## src/rtl/count_event_monitor_pkg.sv

```systemverilog
`default_nettype none
// ============================================================================
// Package     : count_mon_pkg
// Description : Shared definitions for the counter event monitor. The event
//               record is {load_f, wrap_f, match_f, dir_f, count}; the flag
//               positions sit directly above the count field, so they are
//               expressed as functions of the count width.
// Revision    : 1.0 - initial release
// ============================================================================
package count_mon_pkg;

  // Number of flag bits stacked on top of the count field.
  localparam int EVT_FLAG_BITS = 4;

  // Total record width for a given count width.
  function automatic int evt_width(input int cnt_width);
    return cnt_width + EVT_FLAG_BITS;
  endfunction

  // Flag bit positions inside the record (LOAD / WRAP / MATCH / DIR).
  function automatic int load_bit(input int cnt_width);
    return cnt_width + 3;
  endfunction

  function automatic int wrap_bit(input int cnt_width);
    return cnt_width + 2;
  endfunction

  function automatic int match_bit(input int cnt_width);
    return cnt_width + 1;
  endfunction

  function automatic int dir_bit(input int cnt_width);
    return cnt_width;
  endfunction

endpackage
`default_nettype wire

```

## src/rtl/count_event_monitor_fifo.sv

```systemverilog
`default_nettype none
// ============================================================================
// Module      : evt_sync_fifo
// Description : Single-clock FIFO for event records. A push into a full FIFO
//               is accepted only when a pop happens on the same edge; pops
//               on an empty FIFO are ignored. The head is presented
//               combinationally and reads as zero while empty.
// Ports       : clk, reset_n (async, active-low)
//               i_push / i_wr_data   - write request and record
//               i_pop                - remove head (ignored when empty)
//               o_rd_data            - head record
//               o_full / o_empty     - occupancy flags
//               o_level              - occupancy, one bit wider than pointers
// Revision    : 1.0 - initial release
// ============================================================================
module evt_sync_fifo #(
  parameter int WIDTH = 7,
  parameter int DEPTH = 4          // power of two, at least 2
) (
  input  logic                     clk,
  input  logic                     reset_n,
  input  logic                     i_push,
  input  logic [WIDTH-1:0]         i_wr_data,
  input  logic                     i_pop,
  output logic [WIDTH-1:0]         o_rd_data,
  output logic                     o_full,
  output logic                     o_empty,
  output logic [$clog2(DEPTH):0]   o_level
);

  localparam int                 c_ptr_w    = $clog2(DEPTH);
  localparam logic [c_ptr_w:0]   c_full_lvl = DEPTH[c_ptr_w:0];

  logic [WIDTH-1:0]   r_mem [DEPTH];
  logic [c_ptr_w-1:0] r_wr_ptr;
  logic [c_ptr_w-1:0] r_rd_ptr;
  logic [c_ptr_w:0]   r_level;

  logic w_pop;
  logic w_push;

  assign o_empty = (r_level == '0);
  assign o_full  = (r_level == c_full_lvl);
  assign o_level = r_level;

  // A pop frees a slot on the same edge, so a full FIFO can still take a push.
  assign w_pop  = i_pop && !o_empty;
  assign w_push = i_push && (!o_full || w_pop);

  assign o_rd_data = o_empty ? '0 : r_mem[r_rd_ptr];

  always_ff @(posedge clk or negedge reset_n) begin
    if (!reset_n) begin
      r_wr_ptr <= '0;
      r_rd_ptr <= '0;
      r_level  <= '0;
      for (int i = 0; i < DEPTH; i++) begin
        r_mem[i] <= '0;
      end
    end else begin
      if (w_push) begin
        r_mem[r_wr_ptr] <= i_wr_data;
        r_wr_ptr        <= r_wr_ptr + 1'b1;   // wraps naturally at DEPTH
      end
      if (w_pop) begin
        r_rd_ptr <= r_rd_ptr + 1'b1;
      end
      case ({w_push, w_pop})
        2'b10:   r_level <= r_level + 1'b1;
        2'b01:   r_level <= r_level - 1'b1;
        default: r_level <= r_level;
      endcase
    end
  end

endmodule
`default_nettype wire

```

## src/rtl/count_event_monitor.sv

```systemverilog
`default_nettype none
// ============================================================================
// Module      : count_event_monitor
// Description : Watches an up/down counter and queues one record per cycle
//               for load, wrap-around and compare-match events. The counter
//               updates on the same edge that samples load_in/dir_in, so the
//               value seen in cycle t is judged against the history captured
//               at the end of cycle t-1.
// Ports       : clk, reset_n (async, active-low)
//               mon_en            - enable event detection
//               cnt_in            - counter value
//               load_in, dir_in   - counter controls (dir 1 = up)
//               cmp_val           - match compare value
//               evt_valid/ready   - head handshake, evt_data = head record
//               fifo_level        - occupancy
//               ovf / clr_ovf     - sticky drop flag and its clear
// Revision    : 1.0 - initial release
// ============================================================================
module count_event_monitor
  import count_mon_pkg::*;
#(
  parameter int CNT_WIDTH  = 3,
  parameter int FIFO_DEPTH = 4
) (
  input  logic                              clk,
  input  logic                              reset_n,
  input  logic                              mon_en,
  input  logic [CNT_WIDTH-1:0]              cnt_in,
  input  logic                              load_in,
  input  logic                              dir_in,
  input  logic [CNT_WIDTH-1:0]              cmp_val,
  output logic                              evt_valid,
  input  logic                              evt_ready,
  output logic [evt_width(CNT_WIDTH)-1:0]   evt_data,
  output logic [$clog2(FIFO_DEPTH):0]       fifo_level,
  output logic                              ovf,
  input  logic                              clr_ovf
);

  localparam int                   c_evt_w     = evt_width(CNT_WIDTH);
  localparam int                   c_load_bit  = load_bit(CNT_WIDTH);
  localparam int                   c_wrap_bit  = wrap_bit(CNT_WIDTH);
  localparam int                   c_match_bit = match_bit(CNT_WIDTH);
  localparam int                   c_dir_bit   = dir_bit(CNT_WIDTH);
  localparam logic [CNT_WIDTH-1:0] c_cnt_max   = '1;

  // History of the previous cycle.
  logic [CNT_WIDTH-1:0] r_prev_cnt;
  logic                 r_prev_load;
  logic                 r_prev_dir;
  logic                 r_hist_valid;
  logic                 r_ovf;

  logic               w_load_f;
  logic               w_wrap_f;
  logic               w_match_f;
  logic               w_push;
  logic               w_pop;
  logic               w_full;
  logic               w_empty;
  logic [c_evt_w-1:0] w_evt_rec;

  // History runs regardless of mon_en so re-enabling never sees stale data.
  always_ff @(posedge clk or negedge reset_n) begin
    if (!reset_n) begin
      r_prev_cnt   <= '0;
      r_prev_load  <= 1'b0;
      r_prev_dir   <= 1'b0;
      r_hist_valid <= 1'b0;
    end else begin
      r_prev_cnt   <= cnt_in;
      r_prev_load  <= load_in;
      r_prev_dir   <= dir_in;
      r_hist_valid <= 1'b1;
    end
  end

  // A loaded value is never a wrap, even when it lands on 0 or MAX.
  assign w_load_f  = r_prev_load;
  assign w_wrap_f  = !r_prev_load &&
                     (( r_prev_dir && (r_prev_cnt == c_cnt_max) && (cnt_in == '0)) ||
                      (!r_prev_dir && (r_prev_cnt == '0)        && (cnt_in == c_cnt_max)));
  // Match only on arrival at cmp_val, not while the counter parks there.
  assign w_match_f = (cnt_in == cmp_val) && ((cnt_in != r_prev_cnt) || r_prev_load);

  assign w_push = r_hist_valid && mon_en && (w_load_f || w_wrap_f || w_match_f);

  always_comb begin
    w_evt_rec               = '0;
    w_evt_rec[CNT_WIDTH-1:0] = cnt_in;
    w_evt_rec[c_dir_bit]    = r_prev_dir;
    w_evt_rec[c_match_bit]  = w_match_f;
    w_evt_rec[c_wrap_bit]   = w_wrap_f;
    w_evt_rec[c_load_bit]   = w_load_f;
  end

  assign w_pop     = evt_ready && !w_empty;
  assign evt_valid = !w_empty;

  evt_sync_fifo #(
    .WIDTH (c_evt_w),
    .DEPTH (FIFO_DEPTH)
  ) u_evt_fifo (
    .clk       (clk),
    .reset_n   (reset_n),
    .i_push    (w_push),
    .i_wr_data (w_evt_rec),
    .i_pop     (w_pop),
    .o_rd_data (evt_data),
    .o_full    (w_full),
    .o_empty   (w_empty),
    .o_level   (fifo_level)
  );

  // A drop in the same cycle as clr_ovf keeps the flag set.
  always_ff @(posedge clk or negedge reset_n) begin
    if (!reset_n) begin
      r_ovf <= 1'b0;
    end else if (w_push && w_full && !w_pop) begin
      r_ovf <= 1'b1;
    end else if (clr_ovf) begin
      r_ovf <= 1'b0;
    end
  end

  assign ovf = r_ovf;

endmodule
`default_nettype wire
```

## config.mk

```make
export PLATFORM = sky130hd
export DESIGN_NAME = count_event_monitor
export DESIGN_NICKNAME = d
export VERILOG_FILES = /design/src/rtl/count_event_monitor_pkg.sv /design/src/rtl/count_event_monitor_fifo.sv /design/src/rtl/count_event_monitor.sv
export SDC_FILE = /design/constraint.sdc
export NUM_CORES = 1
export LEC_CHECK = 0
export BUFFER_PORTS_ARGS = -buffer_cell sky130_fd_sc_hd__buf_2
export CAP_MARGIN = 20
export CORE_ASPECT_RATIO = 0.9
export CORE_MARGIN = 4
export CORE_UTILIZATION = 59
export DETAILED_ROUTE_END_ITERATION = 8
export HOLD_SLACK_MARGIN = 0.02
export PLACE_DENSITY = 0.79
export SKIP_CTS_REPAIR_TIMING = 1
export SLEW_MARGIN = 20
export SYNTH_ARGS = -nofsm -noshare
export SYNTH_HDL_FRONTEND = slang
export SYNTH_SLANG_ARGS = --single-unit
```

## constraint.sdc

```tcl
create_clock -name clk -period 3.6 [get_ports clk]
set_clock_uncertainty 0.1 [all_clocks]
set_input_delay 0.18 -clock clk [delete_from_list [all_inputs] [get_ports clk]]
set_output_delay 0.18 -clock clk [all_outputs]
set_load 0.02 [all_outputs]
```

==> impl_metrics.tcl <==
set metrics [dict create \
    total_power_mw 1.758 \
    crit_path_start_kind "primary input" \
    reg2reg_depth 9 \
    initial_core_util_pct 62.71 \
    worst_ep_required_time_ps 3690 \
    synthAdderAreaFrac_pct 3.147 \
    htreeDepth 2 \
    syn_nets 282 \
    tightestPinTransition_ps 950.1 \
    slew_headroom_pct 36.66 \
    clk_path_buf_depth 2 \
    die_h_um 71.27 \
    synth_top_area_cell "dfrtp_1" \
    hold_violations 0 \
    drive_above_1_share_pct 21.40 \
    grt_use_total_pct 24.02 \
    syn2layout_area_growth_pct 10.73 \
    seq_area_um2 1051 \
    n_antenna_cell 0 \
    synth_common_cells "nand2_1, dfrtp_1, o2111ai_1" \
    cts_tree "built" \
    wirelength_mm 6.245 \
    startpoint "cnt_in[0]" \
    status "finished clean" \
    die_w_um 78.30 \
    rsz0062_at_grt "false" \
    rows 22 \
    die_area_um2 5580 \
    first_global_vias 2024 \
    vias_per_cell 6.157 \
    placed_cell_area_um2 2753 \
    synthArstFlopShare_pct 100.0 \
    final_nets 305 \
    syn_area_um2 2624 \
    yosys-top-cells-area "dfrtp_1, o2111ai_1, nand2_1" \
    multi_input_area_um2 1390 \
    min_period_ps 2911 \
    setup_viol_count_final 0 \
    synth_mux_area_share_pct 7.916 \
    synth-compound-area-share_pct 19.41 \
    synth_top_family_by_area "compound AO/OA/AOI/OAI gates" \
    gr-total-overflow 0 \
    numPortBuffers 24 \
    cts_num_sinks 42 \
    fin_crit_sh_pct 80.85 \
    min_path_type "in -> reg" \
    placed_cells 332 \
    cp-endpoint "u_evt_fifo.o_level[2]" \
    cap_violations 0 \
    ios 25 \
    ys_ff_latch 42 \
    clkTransAtPathRegs_ps 80 \
    core_um2 4184 \
    cp.arrival_ps 3000 \
    yosys_warnings 0 \
    antenna_found_initial 0 \
    antenna_left 0 \
    avgSynthCellArea_um2 9.976 \
    routedWlPerCell_um 18.10 \
    synth_top_area_share_pct 40.06 \
    final_max_slew_viol_count 0 \
    grt_max_degree 43 \
    synth_flop_cell "dfrtp_1" \
    fin_tns_setup_ps 0 \
    ys_seq_area_share_pct 40.06 \
    syn-instance-count 263 \
    r2r_start "u_evt_fifo.o_level[1]" \
    fill_cells 322 \
    insertion_delay_ps 300 \
    hold_depth 3 \
    drtPass1Iterations 5 \
    max_freq_ghz 0.3436 \
    vdd_drop_max_v 0.0003676 \
    r2r-end "u_evt_fifo.o_level[2]" \
    vias 2124 \
    dp_hpwl_mm 3.916 \
    synthDistinctLibCells 40 \
    p_per_area_nw_per_um2 605.1 \
    cts_root_buf "clkbuf_8" \
    numCtsBuffers 5 \
    design_area_um2 2905 \
    final-instance-count-excl-fill 345 \
    synth_edf_count 0 \
    end_kind "register" \
    crit_type "in -> reg" \
    gp_congestion 0.8076 \
    drtIter0Drc 158 \
    p_leak_nw 1.276 \
    synthSimpleGateAreaFrac_pct 18.69 \
    synth.most_common_cell "nand2_1" \
    reg2reg_setup_slack_ps 850 \
    route.detailed.drc 0 \
    synth_xor_area_share_pct 3.672 \
    grt_pass1_wl_mm 10.40 \
    cp_max_fo 21 \
]
## cells in the final DEF, fill, tap and decap left out, drive strengths merged, types with 2 or more instances in the layout
| cell type | count |
|---|---|
| inv | 18 |
| dfrtp | 42 |
| nand3 | 5 |
| nand2 | 44 |
| a31oi | 4 |
| buf | 30 |
| o21ai | 4 |
| o211ai | 26 |
| mux4 | 7 |
| and2 | 10 |
| xor2 | 6 |
| and3 | 4 |
| nor2 | 3 |
| nor2b | 16 |
| o22ai | 4 |
| nor4 | 2 |
| o2111ai | 19 |
| ha | 5 |
| mux2i | 5 |
| dlygate4sd3 | 7 |
| clkbuf | 6 |
| xnor2 | 5 |
## worst max-delay path, stage by stage
cell,delay [ps]
dlygate4sd3_1,540
buf_2,190
xnor2_1,180
nand3_1,90
buf_4,220
o2111ai_1,630
nand2_1,130
ha_1,250
inv_1,70
fa_1,170
xor2_1,140
nor2_1,60
xor2_1,130
## per-stage QoR
stage	hold WS [ps]	utilization, %	setup WS (ps)
6_report	80.25	69.44	689.4
4_1_cts	-120.2	67.76	855.6
2_1_floorplan	-215.6	-	899.4
3_3_place_gp	189.4	65.79	934.8
5_1_grt	81.41	69.44	489.4
3_5_place_dp	190.4	65.79	881.9
## routing by layer
layer,up-vias,global-route usage (%),part of all wire (%)
met4,0,8.544,1.7
met5,-,0,0
met1,1025,33.58,43
met3,12,4.020,7.3
li1,992,-,-
met2,95,38.12,48
## report_power, final
part           total, mW  internal, mW  switching [mW]  leakage, nW
clock network      0.303         0.148           0.155       0.0431
registers          0.725         0.588           0.136        0.433
logic              0.730         0.331           0.400        0.800
total               1.76          1.07           0.691         1.28
## kinds of logic (layout without fill, tap and decap cells)
family	Yosys count	in the layout
AO/OA/AOI/OAI	59	59
XOR/XNOR	11	11
adder cells (fa/ha/maj)	6	6
buffers and inverters	40	62
flip-flops	42	42
multiplexers	12	12
other	1	1
AND/OR/NAND/NOR	92	92
## sequential cells by signal, indices dropped and copies added (netlist names)
register / count
u_evt_fifo.r_mem: 28
r_prev_cnt: 3
ovf: 1
u_evt_fifo.r_wr_ptr: 2
r_prev_dir: 1
u_evt_fifo.o_level: 3
r_hist_valid: 1
r_prev_load: 1
u_evt_fifo.r_rd_ptr: 2
## area by class of cell
type	instances	area share, %
clock buffer	6	2.842
sequential	42	36.18
timing repair buffer	37	8.096
inverter	19	2.455
tap	60	2.584
multi-input combinational	181	47.85
## how the worst min path moves through the flow
stage,startpoint,to,slack (ps)
2_1_floorplan,reset_n,ovf,-220
3_3_place_gp,load_in,r_prev_load,190
3_5_place_dp,dir_in,r_prev_dir,190
4_1_cts,dir_in,r_prev_dir,-120
5_1_grt,mon_en,ovf,80
6_report,mon_en,ovf,80
(Power assumes the default switching activity.)
